**config.mk**
```make
export PLATFORM = sky130hd
export DESIGN_NAME = id_ex_pipe_reg
export DESIGN_NICKNAME = d
export VERILOG_FILES = /design/src/rtl/id_ex_pipe_reg.sv
export SDC_FILE = /design/constraint.sdc
export NUM_CORES = 1
export LEC_CHECK = 0
export ABC_AREA = 1
export BUFFER_PORTS_ARGS = -buffer_cell sky130_fd_sc_hd__buf_2
export CAP_MARGIN = 0
export CORE_AREA = 2 2 153 155
export DETAILED_ROUTE_END_ITERATION = 8
export DIE_AREA = 0 0 155 157
export HOLD_SLACK_MARGIN = 0.06
export SKIP_LAST_GASP = 1
export SYNTH_ARGS = -nofsm -noshare
export SYNTH_HDL_FRONTEND = slang
export SYNTH_SLANG_ARGS = --single-unit
```
**constraint.sdc**
```tcl
create_clock -name clk -period 1.55 [get_ports clk]
set_input_delay 0.155 -clock clk [delete_from_list [all_inputs] [get_ports clk]]
set_output_delay 0.155 -clock clk [all_outputs]
set_load 0.03 [all_outputs]
```
**src/rtl/id_ex_pipe_reg.sv**
```systemverilog
// ID/EX pipeline register for the 5-stage RV32I core.
// Supports stall (hold) and flush (bubble) and keeps a saturating count of bubbles entering EX.
module id_ex_pipe_reg #(
    parameter int unsigned XLEN  = 32,
    parameter int unsigned CNT_W = 16
) (
    input  logic            clk,
    input  logic            reset,
    input  logic            stall_e,
    input  logic            flush_e,
    input  logic            valid_d,
    input  logic [XLEN-1:0] rd1_d,
    input  logic [XLEN-1:0] rd2_d,
    input  logic [XLEN-1:0] pc_d,
    input  logic [XLEN-1:0] pc_plus4_d,
    input  logic [XLEN-1:0] imm_ext_d,
    input  logic [4:0]      rs1_d,
    input  logic [4:0]      rs2_d,
    input  logic [4:0]      rd_d,
    input  logic            reg_write_d,
    input  logic [1:0]      result_src_d,
    input  logic            mem_write_d,
    input  logic            jump_d,
    input  logic            branch_d,
    input  logic [2:0]      alu_control_d,
    input  logic            alu_src_d,
    output logic            valid_e,
    output logic [XLEN-1:0] rd1_e,
    output logic [XLEN-1:0] rd2_e,
    output logic [XLEN-1:0] pc_e,
    output logic [XLEN-1:0] pc_plus4_e,
    output logic [XLEN-1:0] imm_ext_e,
    output logic [4:0]      rs1_e,
    output logic [4:0]      rs2_e,
    output logic [4:0]      rd_e,
    output logic            reg_write_e,
    output logic [1:0]      result_src_e,
    output logic            mem_write_e,
    output logic            jump_e,
    output logic            branch_e,
    output logic [2:0]      alu_control_e,
    output logic            alu_src_e,
    output logic [CNT_W-1:0] bubble_cnt
);

    logic bubble_in;

    // A stalled slot is not a new bubble; only flushes and invalid loads count.
    always_comb begin
        bubble_in = flush_e | (~stall_e & ~valid_d);
    end

    always_ff @(posedge clk) begin
        if (reset) begin
            valid_e       <= 1'b0;
            rd1_e         <= '0;
            rd2_e         <= '0;
            pc_e          <= '0;
            pc_plus4_e    <= '0;
            imm_ext_e     <= '0;
            rs1_e         <= '0;
            rs2_e         <= '0;
            rd_e          <= '0;
            reg_write_e   <= 1'b0;
            result_src_e  <= '0;
            mem_write_e   <= 1'b0;
            jump_e        <= 1'b0;
            branch_e      <= 1'b0;
            alu_control_e <= '0;
            alu_src_e     <= 1'b0;
            bubble_cnt    <= '0;
        end else begin
            if (bubble_in && (bubble_cnt != '1)) begin
                bubble_cnt <= bubble_cnt + CNT_W'(1);
            end

            if (flush_e) begin
                // Indices are zeroed too so forwarding sees x0 and never matches.
                valid_e       <= 1'b0;
                rd1_e         <= '0;
                rd2_e         <= '0;
                pc_e          <= '0;
                pc_plus4_e    <= '0;
                imm_ext_e     <= '0;
                rs1_e         <= '0;
                rs2_e         <= '0;
                rd_e          <= '0;
                reg_write_e   <= 1'b0;
                result_src_e  <= '0;
                mem_write_e   <= 1'b0;
                jump_e        <= 1'b0;
                branch_e      <= 1'b0;
                alu_control_e <= '0;
                alu_src_e     <= 1'b0;
            end else if (!stall_e) begin
                valid_e    <= valid_d;
                rd1_e      <= rd1_d;
                rd2_e      <= rd2_d;
                pc_e       <= pc_d;
                pc_plus4_e <= pc_plus4_d;
                imm_ext_e  <= imm_ext_d;
                rs1_e      <= rs1_d;
                rs2_e      <= rs2_d;
                rd_e       <= rd_d;
                // Control is gated so a non-instruction can never write state.
                if (valid_d) begin
                    reg_write_e   <= reg_write_d;
                    result_src_e  <= result_src_d;
                    mem_write_e   <= mem_write_d;
                    jump_e        <= jump_d;
                    branch_e      <= branch_d;
                    alu_control_e <= alu_control_d;
                    alu_src_e     <= alu_src_d;
                end else begin
                    reg_write_e   <= 1'b0;
                    result_src_e  <= '0;
                    mem_write_e   <= 1'b0;
                    jump_e        <= 1'b0;
                    branch_e      <= 1'b0;
                    alu_control_e <= '0;
                    alu_src_e     <= 1'b0;
                end
            end
        end
    end

endmodule

```
* After elaboration in Yosys (flattened, before gate mapping)
Index checks and enable logic that the tools add are counted.
** Word-level totals
- Bits in registers :: 202
- Input bits :: 190
** Cells by class
- Add/sub/neg operators :: 1
- Equal/unequal tests :: 1
- Muxes and demuxes :: 7
- Bitwise gates (word level) :: 4
- Reductions and logical operators :: 2
** Operators by type and width (number)
- 16-bit by 1-bit adder with 16-bit output, second input constant :: 1
- 16-bit inequality test, second input constant :: 1
- 1-bit two-way mux :: 5
- 3-bit two-way mux :: 1
- 2-bit two-way mux :: 1
- 1-bit inverter :: 2
- 2-bit OR reduction :: 1
- 1-bit AND :: 1
- 1-bit logical AND :: 1
- 1-bit OR :: 1

* Longest topological paths before layout
- Word-level depth :: 4
- Gate-level depth with buffers :: 10
- Gate-level depth less buffers :: 10

* Least setup slack after synthesis
No wires, ideal clock.
- Path kind :: register to register
- From :: reg bubble_cnt[1]
- To :: reg bubble_cnt[11]
- Data arrival time :: 1.473 ns
- Slack :: 0.007 ns
- Cell stages (with the launch flop) :: 10
- Buffers on the path :: 0
- Period minus slack after synthesis :: 1.543 ns
- Path through :: dfxtp_1 -> ha_1 -> nand2_2 -> nor2_4 -> nand2_2 -> clkinv_2 -> nand2_4 -> nand2_4 -> nand2_1 -> a21oi_1
** On the way
- Cells in the longest elaborated chain, start to end :: 2
- Elaborated cells on any way between the ends :: 3
- Classes of those cells :: add/sub: 1; eq/ne: 1; reduce/logical: 1
** Ends and longest elaborated chain
- start: declaration :: line 43 : output logic [CNT_W-1:0] bubble_cnt
- start signal: assignment :: line 74 : bubble_cnt <= bubble_cnt + CNT_W'(1);
- parallel branches: the longest is 2 deep, another holds 16-bit by 1-bit adder with 16-bit output
Parallel ways; which one is timed is not known.
A chain may end at the register's enable or synchronous reset.

* Worst setup path in the final report
- From :: reg bubble_cnt[0]
- To :: reg bubble_cnt[5]
The elaborated chain is that of the path after synthesis.

==> reports/metrics.yaml <==
switchingPower_mw: 3.156
vias: 8337
comb_power_share_pct: 13.8
start_util_pct: 32.92
tns_ps: 0
dr.pass1.iters: 5
io_buffer_count: 391
syn-instance-count: 975
dp.cells: 1600
yosysWarnings: 0
p_per_area_nw_per_um2: 1012
grt_overflow: 0
maxCapViolations: 0
final_util_pct: 54.44
grt_max_degree: 116
fin_hold_ws_ps: 163.6
crit_chain: "ha_2 > nand2_2 > nor2_4 > nand2_2 > clkinv_2 > nand2_4 > nand2_4 > nand2_1 > a21oi_2"
cts_buffers: 24
rrSetupSlack_ps: 100
timing.fmax_ghz: 0.6885
power.internal_mw: 9.239
slowest_stage: "dfxtp_4"
nNetsFinal: 1721
final-instance-count-excl-fill: 1829
rows: 55
clkPwrFrac_pct: 42.4
post_drt_via_cell_ratio: 4.558
dieWidth_um: 155
r2r_cells: 9
synth_top_area_share_pct: 54.59
cp-start-kind: "flip-flop"
ir_worst_vdd_uv: 703.9
max_slew.worst_pin.slew_ps: 508.3
final.setup_skew_ps: 8.702
wl_per_cell_um: 14.65
insertion_delay_ps: 510
htree_num_levels: 1
slew_violations: 0
drc: 0
cp_data_arrival_time_ps: 1900
cp.required_ps: 2000
syn_avg_cell_area_um2: 7.598
drive_gt1_share_pct: 29.99
setup.worst_path.end_class: "flip-flop"
syn-num-nets: 1166
crit_fanout: 8
synth.area.top_cells: "dfxtp_1 55%, nand2_1 21%, a21oi_1 13%, buf_2 3.3%, nor2_1 1.9%"
setup_violations: 0
synth.yosys.seq_area_share_pct: 54.59
cp_top_family: "simple AND/OR/NAND/NOR gates"
multiInputGateArea_um2: 2979
drt_iter0_drc: 454
dp_hpwl_mm: 16.78
switching_share_pct: 25.46
area_delta_synth_final_pct: 65.36
p_leak_nw: 5.773
timing.slew.headroom_pct: 66.11
finalCriticalPeriod_ps: 1452
cts_sinks: 202
worst-path-buf-inv: 1
worstHoldPathCells: 5
fillCellCount: 2051
wl_mm: 26.80
clkTransAtPathRegs_ps: 60
cts_root_buf: "clkbuf_16"
gp_congestion: 0.8494
max-clock-path-buffers: 3
cts_tree: "done"
timing.final.crit_share_pct: 93.70
hold_violations: 0
synth_area_um2: 7408
synth_seq_cells: 202
final_common_cell: "nand2_1"
grt_pass1_wl_mm: 40.08
p_total_mw: 12.40
critPathMaxStageDelay_ps: 370
die_area_um2: 24340
num_antenna_cells: 0
hold_class: "in2reg"
status: "completed"
fp.coreArea_um2: 22500
seq_area_um2: 4051
antenna_found_initial: 0
seq_power_share_pct: 43.8
grt_setup_unrepaired: "yes"
antenna_left: 0
mostFrequentLayoutCells: "414 x nand2_1, 390 x buf_2, 200 x dfxtp_1, 191 x a21oi_1, 188 x dlygate4sd3_1"
ys_types: 27
io_pins: 392
grt_pass1_vias: 7932
yosysTopAreaCell: "dfxtp_1"
crit_cells: 9
grt_util_all_layers_pct: 20.07
path_class: "reg2reg"
fp.dieH_um: 157
[cells in the mapped netlist]
cell type	n
nand2_1	415
dfxtp_1	202
a21oi_1	192
buf_2	49
nor2_1	37
inv_1	20
nand3_1	11
clkbuf_1	6
buf_1	5
nor2_4	5
nand2_2	4
nand4_1	4
inv_2	3
nor2_2	3
o21ai_1	3
nand2_4	2
nand3_2	2
nor3_1	2
xor2_1	2
buf_6	1
clkinv_1	1
clkinv_2	1
clkinv_4	1
ha_1	1
o21ai_0	1
o21ai_4	1
or2_2	1
[path summary, 6_finish.rpt]
| check | startpoint | endpoint |
|---|---|---|
| worst max register to register | bubble_cnt[0] | bubble_cnt[5] |
| worst max-delay path | bubble_cnt[0] | bubble_cnt[5] |
| worst min register to register | pc_e[30] | pc_e[30] |
| worst min-delay path | stall_e | bubble_cnt[2] |
[repair_timing]
item | in CTS | in global routing
hold buffers | 188 | 0
endpoints found under the hold margin | 189 | 0
setup buffers | 0 | 1
gates resized for setup | 0 | 7
setup endpoints to repair | 0 | 10
[layer usage]
metal / track usage (%) / share of wire (%) / vias to the layer above
met5: 0 / 0 / -
met4: 7.848 / 3.5 / 0
met3: 5.176 / 7.1 / 62
met2: 36.66 / 50 / 300
met1: 22.32 / 39 / 3770
li1: - / - / 4205
[power groups by stage]
stage,Clock (mW),Combinational [mW],Sequential [mW]
6_report,5.25,1.71,5.44
5_1_grt,5.59,1.83,5.45
4_1_cts,5.40,1.69,5.43
3_5_place_dp,0,1.31,5.54
3_3_place_gp,0,1.30,5.54
2_1_floorplan,0,0.447,5.85
[layout make-up]
cell class	count	share of cell area, %
clock buffer	37	5.801
clock inverter	3	0.1532
inverter	26	0.8681
multi-input combinational	686	24.32
sequential	202	33.07
tap	285	2.911
timing repair buffer	590	32.88
[through the flow]
step	worst slack (ps)	instance area, um^2
detailed placement	17.34	9615
finish	97.61	12250
CTS	13.59	12230
global route	-10.50	12250
floorplan	7.031	7408
global placement	104.2	9615
[cells by family after synthesis]
family,count (synthesis),share of synthesized area [%]
and+or+nand+nor,486,26.13
DFF,202,54.59
AOI/OAI and AO/OA,197,13.46
buffers and inverters,87,5.421
xor gates and xnor gates,2,0.2365
adders and majority gates,1,0.1689
[sequential cells by signal, summed over array words and instances (netlist names)]
| signal | cells |
|---|---|
| pc_e | 32 |
| imm_ext_e | 32 |
| rs1_e | 5 |
| reg_write_e | 1 |
| alu_src_e | 1 |
| alu_control_e | 3 |
| branch_e | 1 |
| rd_e | 5 |
| rs2_e | 5 |
| jump_e | 1 |
| pc_plus4_e | 32 |
| bubble_cnt | 16 |
| valid_e | 1 |
| result_src_e | 2 |
| rd2_e | 32 |
| mem_write_e | 1 |
| rd1_e | 32 |
[worst min-delay path, delay by kind of cell]
kind            cells  cell delay [ps]
simple gates        2              190
compound gates      2              150
buf+inv             1              140
(Power assumes the default switching activity.)
